--- src/rtl/ram_dp_init_if.sv ---
// ram_dp_init_if: request/response bundle for the ram_dp_init dual-port RAM.
//   Write port : wr_cs, we, wr_address, data_in
//   Read port  : rd_cs, rd_address, oe
//   Responses  : data_out (oe-gated read data), rd_valid, busy, access_err
// master drives the requests (the bench or the client block); slave is the RAM.
interface ram_dp_init_if #(
  parameter int unsigned DATA_WIDTH = 4,
  parameter int unsigned ADDR_WIDTH = 10
);
  logic                  wr_cs;
  logic                  we;
  logic [ADDR_WIDTH-1:0] wr_address;
  logic [DATA_WIDTH-1:0] data_in;
  logic                  rd_cs;
  logic [ADDR_WIDTH-1:0] rd_address;
  logic                  oe;
  logic [DATA_WIDTH-1:0] data_out;
  logic                  rd_valid;
  logic                  busy;
  logic                  access_err;

  modport master (
    output wr_cs, we, wr_address, data_in, rd_cs, rd_address, oe,
    input  data_out, rd_valid, busy, access_err
  );

  modport slave (
    input  wr_cs, we, wr_address, data_in, rd_cs, rd_address, oe,
    output data_out, rd_valid, busy, access_err
  );
endinterface

--- src/rtl/ram_dp_init.sv ---
// ram_dp_init: single-clock dual-port RAM (one write port, one read port) that
// clears itself to INIT_VALUE with a sweep after every reset.
//   clk   : clock, all state changes on the rising edge
//   reset : asynchronous, active-low reset
//   bus   : ram_dp_init_if slave modport
//           wr_cs/we/wr_address/data_in : write request (wr_cs & we)
//           rd_cs/rd_address            : read request, 1-cycle latency
//           oe                          : combinational gate on data_out
//           data_out/rd_valid           : registered read data and its valid
//           busy                        : init sweep running, requests refused
//           access_err                  : 1-cycle pulse, refused/out-of-range
module ram_dp_init #(
  parameter int unsigned           DATA_WIDTH  = 4,
  parameter int unsigned           ADDR_WIDTH  = 10,
  parameter int unsigned           DEPTH       = 2**ADDR_WIDTH,
  parameter bit                    WRITE_FIRST = 1'b1,
  parameter logic [DATA_WIDTH-1:0] INIT_VALUE  = '0
) (
  input  logic         clk,
  input  logic         reset,
  ram_dp_init_if.slave bus
);

  // Array index width; may be narrower than the port address when DEPTH is
  // small. Out-of-range addresses never reach the array.
  localparam int unsigned IDX_W = (DEPTH > 1) ? $clog2(DEPTH) : 1;
  localparam logic [ADDR_WIDTH:0] DEPTH_L = (ADDR_WIDTH+1)'(DEPTH);
  localparam logic [IDX_W-1:0]    LAST    = IDX_W'(DEPTH - 1);

  typedef enum logic {INIT, READY} state_t;

  state_t                state;
  logic [IDX_W-1:0]      ptr;
  logic                  busy_q;
  logic                  rd_valid_q;
  logic                  err_q;
  logic [DATA_WIDTH-1:0] dout_q;

  logic [DATA_WIDTH-1:0] mem [DEPTH];

  logic             ready;
  logic             wr_req;
  logic             rd_req;
  logic             wr_oor;
  logic             rd_oor;
  logic             wr_ok;
  logic             rd_ok;
  logic             collide;
  logic             err_next;
  logic [IDX_W-1:0] wr_idx;
  logic [IDX_W-1:0] rd_idx;

  always_comb begin
    ready    = (state == READY);
    wr_req   = bus.wr_cs & bus.we;
    rd_req   = bus.rd_cs;
    wr_oor   = ({1'b0, bus.wr_address} >= DEPTH_L);
    rd_oor   = ({1'b0, bus.rd_address} >= DEPTH_L);
    wr_ok    = ready & wr_req & ~wr_oor;
    rd_ok    = ready & rd_req & ~rd_oor;
    collide  = wr_ok & rd_ok & (bus.wr_address == bus.rd_address);
    wr_idx   = bus.wr_address[IDX_W-1:0];
    rd_idx   = bus.rd_address[IDX_W-1:0];
    // Refused while sweeping, or out of range once ready.
    err_next = (~ready & (wr_req | rd_req))
             | (ready & wr_req & wr_oor)
             | (ready & rd_req & rd_oor);
  end

  // Storage has no reset. The sweep is gated by reset so that holding reset
  // with the clock running leaves the contents untouched.
  always_ff @(posedge clk) begin
    if (reset && state == INIT) begin
      mem[ptr] <= INIT_VALUE;
    end else if (wr_ok) begin
      mem[wr_idx] <= bus.data_in;
    end
  end

  always_ff @(posedge clk or negedge reset) begin
    if (!reset) begin
      state      <= INIT;
      ptr        <= '0;
      busy_q     <= 1'b1;
      rd_valid_q <= 1'b0;
      err_q      <= 1'b0;
      dout_q     <= '0;
    end else begin
      err_q      <= err_next;
      // Out-of-range reads still complete (with zero data).
      rd_valid_q <= ready & rd_req;
      case (state)
        INIT: begin
          ptr <= ptr + IDX_W'(1);
          if (ptr == LAST) begin
            state  <= READY;
            busy_q <= 1'b0;
          end
        end
        READY: begin
          if (rd_req) begin
            if (rd_oor) begin
              dout_q <= '0;
            end else if (collide && WRITE_FIRST) begin
              dout_q <= bus.data_in;
            end else begin
              // Non-blocking array update means this is the pre-write value.
              dout_q <= mem[rd_idx];
            end
          end
        end
        default: state <= INIT;
      endcase
    end
  end

  assign bus.data_out   = bus.oe ? dout_q : '0;
  assign bus.rd_valid   = rd_valid_q;
  assign bus.busy       = busy_q;
  assign bus.access_err = err_q;

endmodule

--- src/flat_wrapper.sv ---
// flat-port wrapper written by rule: the top's interface ports become plain ports
module ram_dp_init_flat 
#(
  parameter int unsigned           DATA_WIDTH  = 4,
  parameter int unsigned           ADDR_WIDTH  = 10,
  parameter int unsigned           DEPTH       = 2**ADDR_WIDTH,
  parameter bit                    WRITE_FIRST = 1'b1,
  parameter logic [DATA_WIDTH-1:0] INIT_VALUE  = '0
)
  (clk, reset, bus_wr_cs, bus_we, bus_wr_address, bus_data_in, bus_rd_cs, bus_rd_address, bus_oe, bus_data_out, bus_rd_valid, bus_busy, bus_access_err);
  ram_dp_init_if #(.DATA_WIDTH(DATA_WIDTH), .ADDR_WIDTH(ADDR_WIDTH)) bus_i ();
  input  logic clk;
  input  logic reset;
  input wire logic [$bits(bus_i.wr_cs)-1:0] bus_wr_cs;
  input wire logic [$bits(bus_i.we)-1:0] bus_we;
  input wire logic [$bits(bus_i.wr_address)-1:0] bus_wr_address;
  input wire logic [$bits(bus_i.data_in)-1:0] bus_data_in;
  input wire logic [$bits(bus_i.rd_cs)-1:0] bus_rd_cs;
  input wire logic [$bits(bus_i.rd_address)-1:0] bus_rd_address;
  input wire logic [$bits(bus_i.oe)-1:0] bus_oe;
  output wire logic [$bits(bus_i.data_out)-1:0] bus_data_out;
  output wire logic [$bits(bus_i.rd_valid)-1:0] bus_rd_valid;
  output wire logic [$bits(bus_i.busy)-1:0] bus_busy;
  output wire logic [$bits(bus_i.access_err)-1:0] bus_access_err;
  assign bus_i.wr_cs = bus_wr_cs;
  assign bus_i.we = bus_we;
  assign bus_i.wr_address = bus_wr_address;
  assign bus_i.data_in = bus_data_in;
  assign bus_i.rd_cs = bus_rd_cs;
  assign bus_i.rd_address = bus_rd_address;
  assign bus_i.oe = bus_oe;
  assign bus_data_out = bus_i.data_out;
  assign bus_rd_valid = bus_i.rd_valid;
  assign bus_busy = bus_i.busy;
  assign bus_access_err = bus_i.access_err;
  ram_dp_init #(.DATA_WIDTH(DATA_WIDTH), .ADDR_WIDTH(ADDR_WIDTH), .DEPTH(DEPTH), .WRITE_FIRST(WRITE_FIRST), .INIT_VALUE(INIT_VALUE)) u_core (.clk(clk), .reset(reset), .bus(bus_i));
endmodule
--- config.mk ---
export PLATFORM = sky130hd
export DESIGN_NAME = ram_dp_init_flat
export DESIGN_NICKNAME = d
export VERILOG_FILES = /design/src/rtl/ram_dp_init_if.sv /design/src/rtl/ram_dp_init.sv /design/src/flat_wrapper.sv
export SDC_FILE = /design/constraint.sdc
export NUM_CORES = 2
export LEC_CHECK = 0
export BUFFER_PORTS_ARGS = -buffer_cell sky130_fd_sc_hd__buf_2
export CAP_MARGIN = 10
export CELL_PAD_IN_SITES_DETAIL_PLACEMENT = 0
export CELL_PAD_IN_SITES_GLOBAL_PLACEMENT = 1
export CORE_MARGIN = 2
export CORE_UTILIZATION = 30
export DETAILED_ROUTE_END_ITERATION = 6
export PLACE_DENSITY_LB_ADDON = 0.1
export SYNTH_ARGS = -nofsm -noshare
export SYNTH_HDL_FRONTEND = slang
export SYNTH_SLANG_ARGS = --single-unit
--- constraint.sdc ---
create_clock -name clk -period 54 [get_ports clk]
set_input_delay 8.1 -clock clk [delete_from_list [all_inputs] [get_ports clk]]
set_output_delay 8.1 -clock clk [all_outputs]
set_load 0.02 [all_outputs]
==> impl_metrics.json <==
{
  "cts_max_path_buffers": 4,
  "p_leak_nw": 46.77,
  "synth_ff_type": "edfxtp_1",
  "tns_ps": 0,
  "die_w_um": 741.0,
  "die_y_um": 741.0,
  "ir_drop_mv": 0.02647,
  "ant_nets": 0,
  "grt_pass1_wl_um": 769400,
  "cpMostUsedCell": "buf_2",
  "power_mw": 6.779,
  "synth.most_common_cell": "edfxtp_1",
  "nets": 8496,
  "hold_ws_ps": 456.6,
  "drc_errors": 0,
  "rsz0062_at_grt": "no",
  "path_clk_slew_ps": 60,
  "syn_area_per_cell_um2": 19.72,
  "yosysWarnings": 0,
  "hpwl_um": 350200,
  "cts.sinks": 4114,
  "final_cells": 16070,
  "placed_area_um2": 171400,
  "fin_ws_ps": 37370,
  "portBuffers": 36,
  "area_delta_synth_final_pct": 14.34,
  "crit_chain": "buf_2 -> and2_1 -> buf_2",
  "drive_above_1_share_pct": 22.15,
  "critPathArrivalTime_ps": 8530,
  "async_flop_share_pct": 0.4375,
  "fmax_mhz": 60.12,
  "worst_slew_pin_slew_ps": 1346,
  "place_inst": 15210,
  "stdcell_area_um2": 186300,
  "antenna_found_initial": 81,
  "synth-seq-cells": 4114,
  "yosysSeqAreaShare_pct": 75.75,
  "gp_congestion": 0.7919,
  "die-area_um2": 549100,
  "fp-row-count": 270,
  "slew_viol_final": 0,
  "synth_top_cell_by_area": "edfxtp_1",
  "slowest_stage": "buf_2",
  "groute.usage.overall_pct": 20.25,
  "initial_core_util_pct": 30.13,
  "start_kind": "input pin",
  "hold_path_class": "reg -> reg",
  "synth_common_cells": "edfxtp_1, nor2_1, mux4_2",
  "tritoncts": "built",
  "fin_skew_ps": 74.37,
  "powerDensity_nw_per_um2": 36.38,
  "finalCritPeriodShare_pct": 30.80,
  "cts_buffers": 460,
  "slew_headroom_pct": 9.472,
  "io_pins": 37,
  "ctsResizeCount": 0,
  "post_cts_buffers": 0,
  "maxCapViolCount": 0,
  "drt_iter0_drc": 8878,
  "vias_per_cell": 5.208,
  "crit_family": "buffers and inverters",
  "cp.required_ps": 45900,
  "h-tree-depth": 5,
  "crit_path_max_fanout": 4,
  "synthDominantCellAreaShare_pct": 75.47,
  "clk_latency_ps": 1040,
  "setup_viol": 0,
  "grt_max_degree": 211,
  "synth_nets": 8294,
  "netlist_area_um2": 163000,
  "status": "complete, no violations",
  "synth_cell_types": 81,
  "synth_area_leaders": "edfxtp_1, mux4_2, nor2_1",
  "fin_crit_ps": 16630,
  "critPathBufInv": 2,
  "cts-hold-fix-buffers": 0,
  "grt_overflow": 0,
  "dr.pass1.iters": 5,
  "wl_per_cell_um": 35.35,
  "fillers": 50660,
  "synth_edf_count": 4096,
  "root_buffer": "clkbuf_16",
  "synthCells": 8263,
  "coreArea_um2": 540900,
  "via_count": 83670,
  "preCtsSetupSlack_ps": 37350,
  "grt_pass1_vias": 86630,
  "max_stage_delay_ps": 180,
  "critPathKind": "in -> out",
  "hold_viol_final": 0,
  "post-route-util_pct": 34.45,
  "cp-end-kind": "primary output",
  "routed_wl_um": 567900
}
final timing paths:
| path | slack, ps | to | from | depth (start not counted) |
|---|---|---|---|---|
| max in group asynchronous | 46360 | u_core.bus.rd_valid | reset | 1 |
| worst min-delay path | 460 | u_core.bus.busy | u_core.bus.busy | 1 |
| worst max-delay path | 37370 | bus_data_out[1] | bus_oe | 3 |
| min in group asynchronous | 7140 | u_core.bus.access_err | reset | 1 |
| worst min register to register | 460 | u_core.bus.busy | u_core.bus.busy | 1 |
| worst max register to register | 47500 | u_core.mem[592][0] | u_core.ready | 8 |
power by group:
part,switching [mW],internal [mW],leakage [nW],total (mW)
combinational,0.135,0.0539,11.0,0.189
sequential,0.00000992,3.46,28.5,3.46
clock,1.32,1.81,7.28,3.13
per-layer routing:
| metal | GRT usage, % | vias up | share of wire [%] |
|---|---|---|---|
| li1 | - | 34170 | - |
| met1 | 28.23 | 46210 | 44 |
| met2 | 33.89 | 2665 | 49 |
| met3 | 2.597 | 626 | 5.0 |
| met4 | 4.533 | 2 | 2.3 |
| met5 | 0 | - | 0.0021 |
area by class of cell:
| type | instances | area [um^2] | share of cell area, % |
|---|---|---|---|
| clock buffers | 564 | 12030 | 6.456 |
| inverters | 10 | 47.55 | 0.02552 |
| repair buffers | 314 | 2517 | 1.351 |
| clock inverters | 280 | 2892 | 1.552 |
| diodes | 10 | 25.02 | 0.01343 |
| flip-flops and latches | 4114 | 123500 | 66.25 |
| well taps | 7208 | 9019 | 4.840 |
| multi-input cells | 3565 | 36360 | 19.51 |
sequential cells by signal, summed over array words and instances, names as in the netlist:
| name | cells |
|---|---|
| u_core.mem | 4096 |
| u_core.ptr | 10 |
| u_core.dout_q | 4 |
| u_core.bus.access_err | 1 |
| u_core.ready | 1 |
| u_core.bus.rd_valid | 1 |
| u_core.bus.busy | 1 |
placed cells by master, fill, tap and decap left out, drive strengths merged, types with 37 or more instances in the layout:
cell	n
bufinv	49
a21oi	109
mux4	913
a22oi	164
nand3	45
o22ai	127
clkinv	222
buf	314
nor3	37
clkbuf	564
nand2	206
mux2i	371
edfxtp	4096
nor2	1110
o21ai	49
kinds of logic after synthesis:
logic type | after synthesis | synth area share (%)
adders and majority gates | 1 | 0.007676
DFF | 4114 | 75.75
buffers and inverters | 584 | 2.233
muxes | 1299 | 15.02
xor gates and xnor gates | 19 | 0.1021
and+or+nand+nor | 1579 | 4.038
AOI/OAI and AO/OA | 667 | 2.845
Power figures use the tool's default switching activity.
